--- src/rtl/reg_write_sequencer.sv ---
// Write-side sequencer for a register bank: queues write requests, pulses the
// target register's load strobe, then reads the register back and flags mismatches.
module reg_write_sequencer #(
  parameter int WIDTH    = 8,
  parameter int NUM_REGS = 4,
  parameter int DEPTH    = 4
) (
  input  logic                          clk,
  input  logic                          reset,
  input  logic                          req_valid,
  output logic                          req_ready,
  input  logic [$clog2(NUM_REGS)-1:0]   req_addr,
  input  logic [WIDTH-1:0]              req_data,
  output logic [NUM_REGS-1:0]           load,
  output logic [WIDTH-1:0]              data,
  input  logic [NUM_REGS*WIDTH-1:0]     current_bus,
  output logic                          busy,
  output logic                          err,
  output logic [$clog2(NUM_REGS)-1:0]   err_addr,
  output logic [7:0]                    err_count
);

  localparam int AW = $clog2(NUM_REGS);
  localparam int PW = $clog2(DEPTH);
  localparam int CW = PW + 1;
  localparam int EW = AW + WIDTH;
  localparam logic [CW-1:0]       FULL_CNT = CW'(DEPTH);
  localparam logic [PW-1:0]       PTR_ONE  = PW'(1);
  localparam logic [NUM_REGS-1:0] LOAD_ONE = NUM_REGS'(1);

  typedef enum logic [1:0] {
    ST_IDLE  = 2'd0,
    ST_LOAD  = 2'd1,
    ST_CHECK = 2'd2
  } state_e;

  state_e              state_q, state_d;
  logic [EW-1:0]       fifo_q [DEPTH];
  logic [EW-1:0]       fifo_d [DEPTH];
  logic [PW-1:0]       wr_ptr_q, wr_ptr_d;
  logic [PW-1:0]       rd_ptr_q, rd_ptr_d;
  logic [CW-1:0]       count_q, count_d;
  logic [AW-1:0]       h_addr_q, h_addr_d;
  logic [WIDTH-1:0]    h_data_q, h_data_d;
  logic [NUM_REGS-1:0] load_q, load_d;
  logic [WIDTH-1:0]    data_q, data_d;
  logic                busy_q, busy_d;
  logic                err_q, err_d;
  logic [AW-1:0]       err_addr_q, err_addr_d;
  logic [7:0]          err_count_q, err_count_d;

  logic                push_s;
  logic                pop_s;
  logic [EW-1:0]       head_s;
  logic [WIDTH-1:0]    readback_s;

  assign req_ready  = (count_q != FULL_CNT) && !reset;
  assign readback_s = current_bus[int'(h_addr_q) * WIDTH +: WIDTH];
  assign head_s     = fifo_q[rd_ptr_q];

  assign load      = load_q;
  assign data      = data_q;
  assign busy      = busy_q;
  assign err       = err_q;
  assign err_addr  = err_addr_q;
  assign err_count = err_count_q;

  // Next-state logic for the FIFO, the sequencing FSM and all registered outputs.
  always_comb begin
    fifo_d      = fifo_q;
    wr_ptr_d    = wr_ptr_q;
    rd_ptr_d    = rd_ptr_q;
    h_addr_d    = h_addr_q;
    h_data_d    = h_data_q;
    data_d      = data_q;
    load_d      = {NUM_REGS{1'b0}};
    err_d       = 1'b0;
    err_addr_d  = err_addr_q;
    err_count_d = err_count_q;
    state_d     = state_q;
    pop_s       = 1'b0;
    push_s      = req_valid && req_ready;

    case (state_q)
      ST_IDLE: begin
        if (count_q != {CW{1'b0}}) begin
          pop_s   = 1'b1;
          state_d = ST_LOAD;
        end else begin
          state_d = ST_IDLE;
        end
      end
      ST_LOAD: begin
        state_d = ST_CHECK;
      end
      ST_CHECK: begin
        if (readback_s != h_data_q) begin
          err_d      = 1'b1;
          err_addr_d = h_addr_q;
          if (err_count_q != 8'hFF) begin
            err_count_d = err_count_q + 8'd1;
          end else begin
            err_count_d = err_count_q;
          end
        end else begin
          err_d = 1'b0;
        end
        // Chain straight into the next write so a busy queue sustains one write per two cycles.
        if (count_q != {CW{1'b0}}) begin
          pop_s   = 1'b1;
          state_d = ST_LOAD;
        end else begin
          state_d = ST_IDLE;
        end
      end
      default: begin
        state_d = ST_IDLE;
      end
    endcase

    if (pop_s) begin
      h_addr_d = head_s[EW-1:WIDTH];
      h_data_d = head_s[WIDTH-1:0];
      load_d   = LOAD_ONE << head_s[EW-1:WIDTH];
      data_d   = head_s[WIDTH-1:0];
      rd_ptr_d = rd_ptr_q + PTR_ONE;
    end else begin
      rd_ptr_d = rd_ptr_q;
    end

    if (push_s) begin
      fifo_d[wr_ptr_q] = {req_addr, req_data};
      wr_ptr_d         = wr_ptr_q + PTR_ONE;
    end else begin
      wr_ptr_d = wr_ptr_q;
    end

    count_d = count_q + {{PW{1'b0}}, push_s} - {{PW{1'b0}}, pop_s};
    busy_d  = (count_d != {CW{1'b0}}) || (state_d != ST_IDLE);
  end

  // Control and output registers; reset discards queued and in-flight writes.
  always_ff @(posedge clk) begin
    if (reset) begin
      state_q     <= ST_IDLE;
      wr_ptr_q    <= {PW{1'b0}};
      rd_ptr_q    <= {PW{1'b0}};
      count_q     <= {CW{1'b0}};
      h_addr_q    <= {AW{1'b0}};
      h_data_q    <= {WIDTH{1'b0}};
      load_q      <= {NUM_REGS{1'b0}};
      data_q      <= {WIDTH{1'b0}};
      busy_q      <= 1'b0;
      err_q       <= 1'b0;
      err_addr_q  <= {AW{1'b0}};
      err_count_q <= 8'h00;
    end else begin
      state_q     <= state_d;
      wr_ptr_q    <= wr_ptr_d;
      rd_ptr_q    <= rd_ptr_d;
      count_q     <= count_d;
      h_addr_q    <= h_addr_d;
      h_data_q    <= h_data_d;
      load_q      <= load_d;
      data_q      <= data_d;
      busy_q      <= busy_d;
      err_q       <= err_d;
      err_addr_q  <= err_addr_d;
      err_count_q <= err_count_d;
    end
  end

  // Request storage; contents are don't-care while the occupancy count says empty.
  always_ff @(posedge clk) begin
    fifo_q <= fifo_d;
  end

endmodule

--- config.mk ---
export PLATFORM = sky130hd
export DESIGN_NAME = reg_write_sequencer
export DESIGN_NICKNAME = d
export VERILOG_FILES = /design/src/rtl/reg_write_sequencer.sv
export SDC_FILE = /design/constraint.sdc
export NUM_CORES = 1
export LEC_CHECK = 0
export BUFFER_PORTS_ARGS = -buffer_cell sky130_fd_sc_hd__buf_2
export CAP_MARGIN = 25
export CELL_PAD_IN_SITES_DETAIL_PLACEMENT = 0
export CELL_PAD_IN_SITES_GLOBAL_PLACEMENT = 1
export CORE_MARGIN = 4
export CORE_UTILIZATION = 40
export CTS_BUF_LIST = sky130_fd_sc_hd__clkbuf_4
export CTS_CLUSTER_SIZE = 14
export DETAILED_ROUTE_END_ITERATION = 8
export PLACE_DENSITY = 0.85
export SYNTH_ARGS = -nofsm -noshare
export SYNTH_HDL_FRONTEND = slang
export SYNTH_SLANG_ARGS = --single-unit
--- constraint.sdc ---
create_clock -name clk -period 3 [get_ports clk]
set_input_delay 0.15 -clock clk [delete_from_list [all_inputs] [get_ports clk]]
set_output_delay 0.15 -clock clk [all_outputs]
set_load 0.1 [all_outputs]
After elaboration in Yosys (flattened, before gate mapping)
Cells that the tools add are included.
{"block": "classes", "n_lt_le_gt_ge": 3, "n_reduce_logical": 14, "n_eq_ne": 5, "shifts": 2, "n_addsub": 5, "n_bitwise": 4, "mux": 11}
{"cell": "$bwmux 40", "count": 1}
{"cell": "$shiftx 32x6->8", "count": 1}
{"cell": "$mux 10", "count": 3}
{"cell": "$bmux 10 s2", "count": 1}
{"cell": "$demux 10 s2", "count": 1}
{"cell": "$add 8x1->8 const B", "count": 1}
{"cell": "$ne 8x8->1", "count": 1}
{"cell": "$ne 8x8->1 const B", "count": 1}
{"cell": "$ge 3x3->1 const B", "count": 2}
{"cell": "$not 2->3", "count": 2}
{"cell": "$reduce_bool 3->1", "count": 2}
{"cell": "$reduce_or 2->1", "count": 3}
{"cell": "$add 2x1->2 const B", "count": 2}
{"cell": "$mux 1", "count": 4}
{"cell": "$pmux 2 s2", "count": 1}
{"cell": "$shl 1x2->4 const A", "count": 1}
{"cell": "$add 3x1->3", "count": 1}
{"cell": "$logic_and 1x1->1", "count": 3}
{"cell": "$lt 3x1->1 const B", "count": 1}
{"cell": "$ne 3x3->1 const B", "count": 1}
{"cell": "$reduce_and 3->1", "count": 1}
{"cell": "$sub 3x1->3", "count": 1}
{"cell": "$eq 2x1->1 const B", "count": 1}
{"cell": "$eq 2x2->1 const B", "count": 1}
{"cell": "6 further kinds", "count": 7}
{"block": "totals", "wordCells": 59, "in_bits": 45, "ff_bits": 75, "out_inout_bits": 25}

Longest topological paths before layout
Gate-level depths: netlist of the first run.
{"block": "depth", "ltp_word": 7, "ltp_mapped": 8, "mapped_depth_nobuf": 8}

Worst setup path after synthesis of the first run
OpenSTA, ideal clock, no wires.
{"block": "synth_path", "path_type": "register -> register", "startpoint": "reg count_q[1]", "endpoint": "reg busy_q, in the netlist busy", "slack_ps": -861, "path_stages_with_launch": 9, "n_path_buf": 0, "required_ps": 2867, "synth_period_minus_slack_ps": 3861, "setup_time_ps": 133, "arrival_ps": 3728, "cell_sequence": "dfxtp_1 -> nor2_1 -> a21oi_1 -> nand2_1 -> xnor2_1 -> ha_1 -> fa_1 -> a2111oi_0 -> a21oi_1"}
{"block": "synth_via", "elab_chain_cells": 7, "word_cells_on_any_way": 13, "classes_between": "add/sub (2); eq/ne (1); mux (4); reduce/logical (6)"}
{"element": "start: declaration", "line_no": "42", "rtl": "logic [CW-1:0] count_q, count_d;"}
{"element": "start signal: assignment", "line_no": "148", "rtl": "count_q <= {CW{1'b0}};"}
{"element": "start signal: assignment", "line_no": "161", "rtl": "count_q <= count_d;"}
{"element": "$ne 3x3->1", "line_no": "57", "rtl": "assign req_ready = (count_q != FULL_CNT) && !reset;"}
{"element": "$logic_and 1x1->1", "line_no": "57"}
{"element": "named net req_ready", "line_no": "11", "rtl": "output logic req_ready,"}
{"element": "$logic_and 1x1->1", "line_no": "82", "rtl": "push_s = req_valid && req_ready;"}
{"element": "$add 3x1->3", "line_no": "138", "rtl": "count_d = count_q + {{PW{1'b0}}, push_s} - {{PW{1'b0}}, pop_s};"}
{"element": "$sub 3x1->3", "line_no": "138"}
{"element": "named net count_d[1]", "line_no": "42"}
{"element": "$reduce_bool 3->1", "line_no": "139", "rtl": "busy_d = (count_d != {CW{1'b0}}) || (state_d != ST_IDLE);"}
{"element": "$logic_or 1x1->1", "line_no": "139"}
{"element": "end signal: assignment", "line_no": "166", "rtl": "busy_q <= busy_d;"}
{"element": "end: declaration", "line_no": "47", "rtl": "logic busy_q, busy_d;"}
The timed path passes the listed nets, and every way through them passes these cells.
A chain may end at the register's enable or synchronous reset.

Final worst setup path of the first run
{"block": "layout_path", "startpoint": "reg h_addr_q[0]", "endpoint": "reg err_count_q[4], in the netlist err_count[4]"}
{"block": "layout_via", "elab_chain_cells": 3}
{"element": "start: declaration", "line_no": "43", "rtl": "logic [AW-1:0] h_addr_q, h_addr_d;"}
{"element": "start signal: assignment", "line_no": "149", "rtl": "h_addr_q <= {AW{1'b0}};"}
{"element": "start signal: assignment", "line_no": "162", "rtl": "h_addr_q <= h_addr_d;"}
{"element": "$shiftx 32x6->8", "line_no": "58", "rtl": "assign readback_s = current_bus[int'(h_addr_q) * WIDTH +: WIDTH];"}
{"element": "$ne 8x8->1", "line_no": "97", "rtl": "if (readback_s != h_data_q) begin"}
{"element": "$reduce_and 3->1 (no source line)"}
{"element": "end signal: assignment", "line_no": "169", "rtl": "err_count_q <= err_count_d;"}
{"element": "end: declaration", "line_no": "50", "rtl": "logic [7:0] err_count_q, err_count_d;"}
No other way between the ends.

==> results of run 1 <==
[cells by family after synthesis]
group	synth area share [%]
AOI/OAI and AO/OA	6.32
xor gates and xnor gates	3.59
and+or+nand+nor	10.6
muxes	13.8
buffers and inverters	2.69
DFF	60.0
adders and majority gates	3.00
[sequential cells by signal, summed over array words and instances (netlist names)]
| register | count |
|---|---|
| err_count | 8 |
| load | 4 |
| count_q | 3 |
| state_q | 2 |
| err_addr | 2 |
| h_addr_q | 2 |
| rd_ptr_q | 2 |
| busy | 1 |
| fifo_q | 40 |
| wr_ptr_q | 2 |
| data | 8 |
| err | 1 |
[path summary, 6_finish.rpt]
path          startpoint            to  slack (ns)  depth (start not counted)
min reg2reg      data[6]       data[6]        0.50                          2
max reg2reg  h_addr_q[0]  err_count[4]        0.47                          6
max          h_addr_q[0]  err_count[4]        0.47                          6
min            req_valid   wr_ptr_q[0]        0.14                          3
[critical path, cell delays in order, from the launching register on]
cell and delay [ns]:
dfxtp_1 0.71, mux4_2 0.59, xnor2_1 0.15, nand4_1 0.17, o21ai_4 0.17, or4_1 0.54
a21oi_1 0.15
[power by group through the flow]
stage / registers, mW / logic [mW] / clock network, mW
6_report: 1.42 / 1.37 / 0.690
5_1_grt: 1.45 / 1.47 / 0.762
4_1_cts: 1.43 / 1.39 / 0.710
3_5_place_dp: 1.45 / 1.37 / 0
3_3_place_gp: 1.44 / 1.35 / 0
2_1_floorplan: 1.80 / 0.759 / 0
[routing by layer]
metal | vias up | track usage (%)
li1 | 1029 | -
met5 | - | 0
met1 | 1027 | 18.5
met3 | 5 | 4.90
met2 | 52 | 24.1
met4 | 0 | 3.56
[final cells by class]
cell class / instances / area [sq um]
Fill cell: 681 / 3860
Sequential cell: 75 / 1900
Multi-Input combinational cell: 140 / 1190
Timing Repair Buffer: 81 / 460
Tap cell: 102 / 128
Clock inverter: 7 / 90.1
Clock buffer: 9 / 67.6
Inverter: 7 / 26.3
[Yosys cell counts (2+ instances only)]
master and count:
o21ai_1 3, inv_1 7, nand4_1 3, dfxtp_1 35
edfxtp_1 40, or4_1 4, and3_1 7, clkbuf_1 7
ha_1 6, buf_6 2, nor2_1 12, xnor2_1 12
mux4_2 18, nand2_1 28, nor2b_1 2, buf_2 2
mux2i_1 2, nand3_1 2, a21oi_1 18, o31ai_1 4
or2_1 2
[through the flow]
stage | instance area [sq um] | util, %
floorplan | 3180 | -
global placement | 3610 | 46.7
CTS | 3870 | 50.0
global route | 3870 | 50.0
finish | 3870 | 50.0
detailed placement | 3610 | 46.7
[what timing repair did]
| item | 4_1_cts | 5_1_grt |
|---|---|---|
| setup buffers | 0 | 0 |
| hold endpoints to repair | 40 | 0 |
| hold buffers | 10 | 0 |
==> results.toml, run 1 <==
[global_routing]
grt_pass1_vias = 2148
grt_use_total_pct = 14.6
grt_overflow_total = 0
grt_pass1_wl_mm = 10.9
grt_max_degree = 32
antenna_found_initial = 0

[synth]
ys_seq_area_share_pct = 60.0
synth_area_leaders = "edfxtp_1 (38%), dfxtp_1 (22%), mux4_2 (13%)"
synth_largest_area_cell = "edfxtp_1"
synthCells = 233
synth_nets = 285
synth_edf_count = 40
ys_warn_count = 0
synthDistinctLibCells = 38
ys_ff_latch = 75
syn_area_sq_um = 3170
synth-async-reset-ratio_pct = 0
synth_top_area_share_pct = 37.9
synth-main-ff-cell = "edfxtp_1"
synth_area_per_cell_sq_um = 13.6

[route]
drt-met1-wl_mm = 2.89
drc_errors = 0
num_vias = 2113
wl_met2_mm = 3.28
dr.max_layer_used = "met4"
via_per_inst = 5.02
drtIter0Drc = 140
routed_wirelength_mm = 6.55
routed-wl-met3_um = 333
drtPass1Iterations = 4
drt.antenna.violating_nets = 0
wire_per_inst_um = 15.6

[power_and_ir_drop]
intPower_mw = 1.98
clkPwrFrac_pct = 19.8
switching_share_pct = 43.0
power_density_nw_per_um2 = 900
pwr-share-seq_pct = 40.8
netSwitchingPower_mw = 1.49
combPwrFrac_pct = 39.4
power_leakage_nw = 1.48
ir_worst_vdd_mv = 0.430
power.total_mw = 3.48

[critical_path]
crit_type = "register to register"
cp_max_fo = 17
worst_setup_path_start_kind = "register"
cp.required_ns = 3.36
end_kind = "register"
crit_arrival_ns = 2.89

[cts]
cts_root_buffer = "clkbuf_4"
postCtsResizedCells = 0
cts.path.max_buffers = 2
path_clk_slew_ns = 0.14
cts_buffers = 9
h-tree-depth = 3
cts_tree = "built"
clock-sinks = 75
worstSkewPairLatency_ns = 0.42

[timing]
fmax_mhz = 395
period_share_pct = 84.3
rsz0062_at_grt = "false"
fin_hold_ws_ns = 0.142
worst_pin_slew_ns = 0.760
tns_ns = 0
finClkSkew_ns = 0.0140
max-slew-margin-rel_pct = 49.3
period_needed_ns = 2.53
fin_ws_ns = 0.470
setup_viol = 0
hold_viol = 0
slew_viol_final = 0

[die]
io_pins = 70
die_width_um = 97.0
die_area_sq_um = 9410
die-height_um = 97.0
initial_utilization_pct = 41.0
core_sq_um = 7730
fp-row-count = 32

[placed_design]
place_congestion = 0.823
hpwl_mm = 4.72
place_inst = 395
io_buffers = 69
pre_cts_ws_ns = 0.461

[layout]
stdcell_count = 421
layout_commonest_cell = "buf_2"
drive_gt1_share_pct = 35.1
areaGrowthSynthToFinish_pct = 22.0
diodes = 0
nets = 366
most-common-layout-cells = "buf_2 (69), edfxtp_1 (40), dfxtp_1 (35), nand2_1 (28), mux4_2 (18)"

[run]
cap_violations = 0

[worst_hold_path]
hold_class = "input pin to register"

[outcome]
status = "finished, final reports clean"
No activity file was read; power rests on OpenSTA's default activity.
==> run 2, diff against run 1 <==
Settings changed: PLACE_DENSITY 0.85 to 0.88.
Clock period 3 ns to 2.2 ns, I/O delays scaled along.
==> run 2 against run 1 <==
  * Final cell count rose by 2.6%
  * Critical endpoint is now err_count[2]
  * First-iteration DRC count rose by 10%
  * Largest power group is now combinational logic
  * Critical path depth rose by 2
  * Largest cell class unchanged
  * Highest routed layer unchanged
  * Critical path type unchanged
  * Cell area rose by 4.5%
  * Sequential share of layout area fell by 1.9 points
==> results.toml, run 2 (same netlist as run 1, synthesis figures left out) <==
[worst_hold_path]
hold_class = "input pin to register"
hp-start = "req_valid"

[cts]
cts_buffers = 9
path_clk_slew_ns = 0.14
cts_root_buffer = "clkbuf_4"
h-tree-depth = 3
cts.path.max_buffers = 2
cts_tree = "built"
clock-sinks = 75
worstSkewPairLatency_ns = 0.40

[global_routing]
grt_pass1_vias = 2127
grt_use_total_pct = 14.6
grt_pass1_wl_mm = 11.0
antenna_found_initial = 0
grt_overflow_total = 0
grt_max_degree = 32

[critical_path]
crit_arrival_ns = 2.54
worst_setup_path_start_kind = "register"
rr_startpoint = "h_addr_q[0]"
cp.required_ns = 2.55
max_stage_delay_ns = 0.52
cp_max_fo = 5
end_kind = "register"
crit_type = "register to register"
path_cells = "buf_12 > mux4_2 > xnor2_2 > nand4_1 > buf_6 > o21ai_4 > or4_4 > a21oi_2"
crit_start = "h_addr_q[0]"
cpMaxStageDelayCell = "mux4_2"

[power_and_ir_drop]
switching_share_pct = 43.2
clkPwrFrac_pct = 15.9
ir_worst_vdd_mv = 0.709
combPwrFrac_pct = 45.0
power.total_mw = 4.87
pwr-share-seq_pct = 39.1
power_leakage_nw = 1.54
netSwitchingPower_mw = 2.10
power_density_nw_per_um2 = 1210
intPower_mw = 2.77

[outcome]
status = "finished, final reports clean"

[layout]
stdcell_count = 432
diodes = 0
finalInstanceArea_sq_um = 4040
top_register = "fifo_q"
utilization_pct = 52.3
nets = 377
largest_reg_flops = 40
areaGrowthSynthToFinish_pct = 27.6
drive_gt1_share_pct = 43.0
layout_commonest_cell = "buf_2"
most-common-layout-cells = "buf_2 (69), edfxtp_1 (40), dfxtp_1 (30), nand2_1 (27), mux4_2 (18)"

[route]
via_per_inst = 5.03
drtIter0Drc = 154
wl_met2_mm = 3.65
drtPass1Iterations = 4
drc_errors = 0
dr.max_layer_used = "met4"
drt.antenna.violating_nets = 0
num_vias = 2173
routed_wirelength_mm = 6.87
drt-met1-wl_mm = 2.92
routed-wl-met3_um = 281
wire_per_inst_um = 15.9

[die]
die-height_um = 97.0
fp-row-count = 32
io_pins = 70
core_sq_um = 7730
die_width_um = 97.0
initial_utilization_pct = 41.0
die_area_sq_um = 9410

[timing]
period_needed_ns = 2.19
rsz0062_at_grt = "true"
finClkSkew_ns = 0.0108
fin_hold_ws_ns = 0.0749
max-slew-margin-rel_pct = 58.9
slew_viol_final = 0
hold_viol = 0
fin_ws_ns = 0.00837
period_share_pct = 99.6
tns_ns = 0
fmax_mhz = 456
setup_viol = 0
worst_pin_slew_ns = 0.615

[placed_design]
place_area_sq_um = 3680
place_congestion = 0.834
pre_cts_ws_ns = -0.0733
io_buffers = 69
hpwl_mm = 4.85
place_inst = 400

[run]
cap_violations = 0
## run 2: routing by layer
layer	vias to the layer above	global-route usage, %
met2	54	24.3
met5	-	0
li1	1058	-
met3	4	4.54
met1	1057	18.9
met4	0	3.13
## run 2: path summary, 6_finish.rpt
check / end / slack, ns / cells after the start
setup / recovery: err_count[2] / 0.008 / 8
hold / removal: wr_ptr_q[0] / 0.07 / 3
setup reg to reg: err_count[2] / 0.008 / 8
hold reg to reg: err_count[2] / 0.50 / 2
## run 2: final cells by class
class / instances / area, sq um
clock buffers: 9 / 67.6
clock inverters: 7 / 60.1
fillers: 665 / 3690
inverters: 7 / 26.3
multi-input cells: 142 / 1280
flip-flops and latches: 75 / 1910
well taps: 102 / 128
repair buffers: 90 / 566
## run 2: power groups by stage
stage | Sequential, mW | Combinational, mW | Clock (mW)
2_1_floorplan | 2.46 | 1.10 | 0
3_3_place_gp | 1.92 | 2.02 | 0
3_5_place_dp | 1.92 | 2.06 | 0
4_1_cts | 1.90 | 2.13 | 0.798
5_1_grt | 1.94 | 2.36 | 0.866
6_report | 1.91 | 2.19 | 0.774
## run 2: worst max-delay path, delay by kind of cell (launching register included)
family | cells | cell delay (ns)
compound gates | 2 | 0.21
xor+xnor | 1 | 0.15
buf+inv | 2 | 0.26
flops | 1 | 0.40
mux | 1 | 0.52
simple gates | 2 | 0.60
## run 2: what timing repair did
item                                    4_1_cts  5_1_grt
resized for setup                             4       11
endpoints found under the setup margin       10       10
pin swaps                                     4        8
hold buffers                                 10        0
buffers inserted                              2        1
hold endpoints to repair                     40        0
cloned                                        1        2
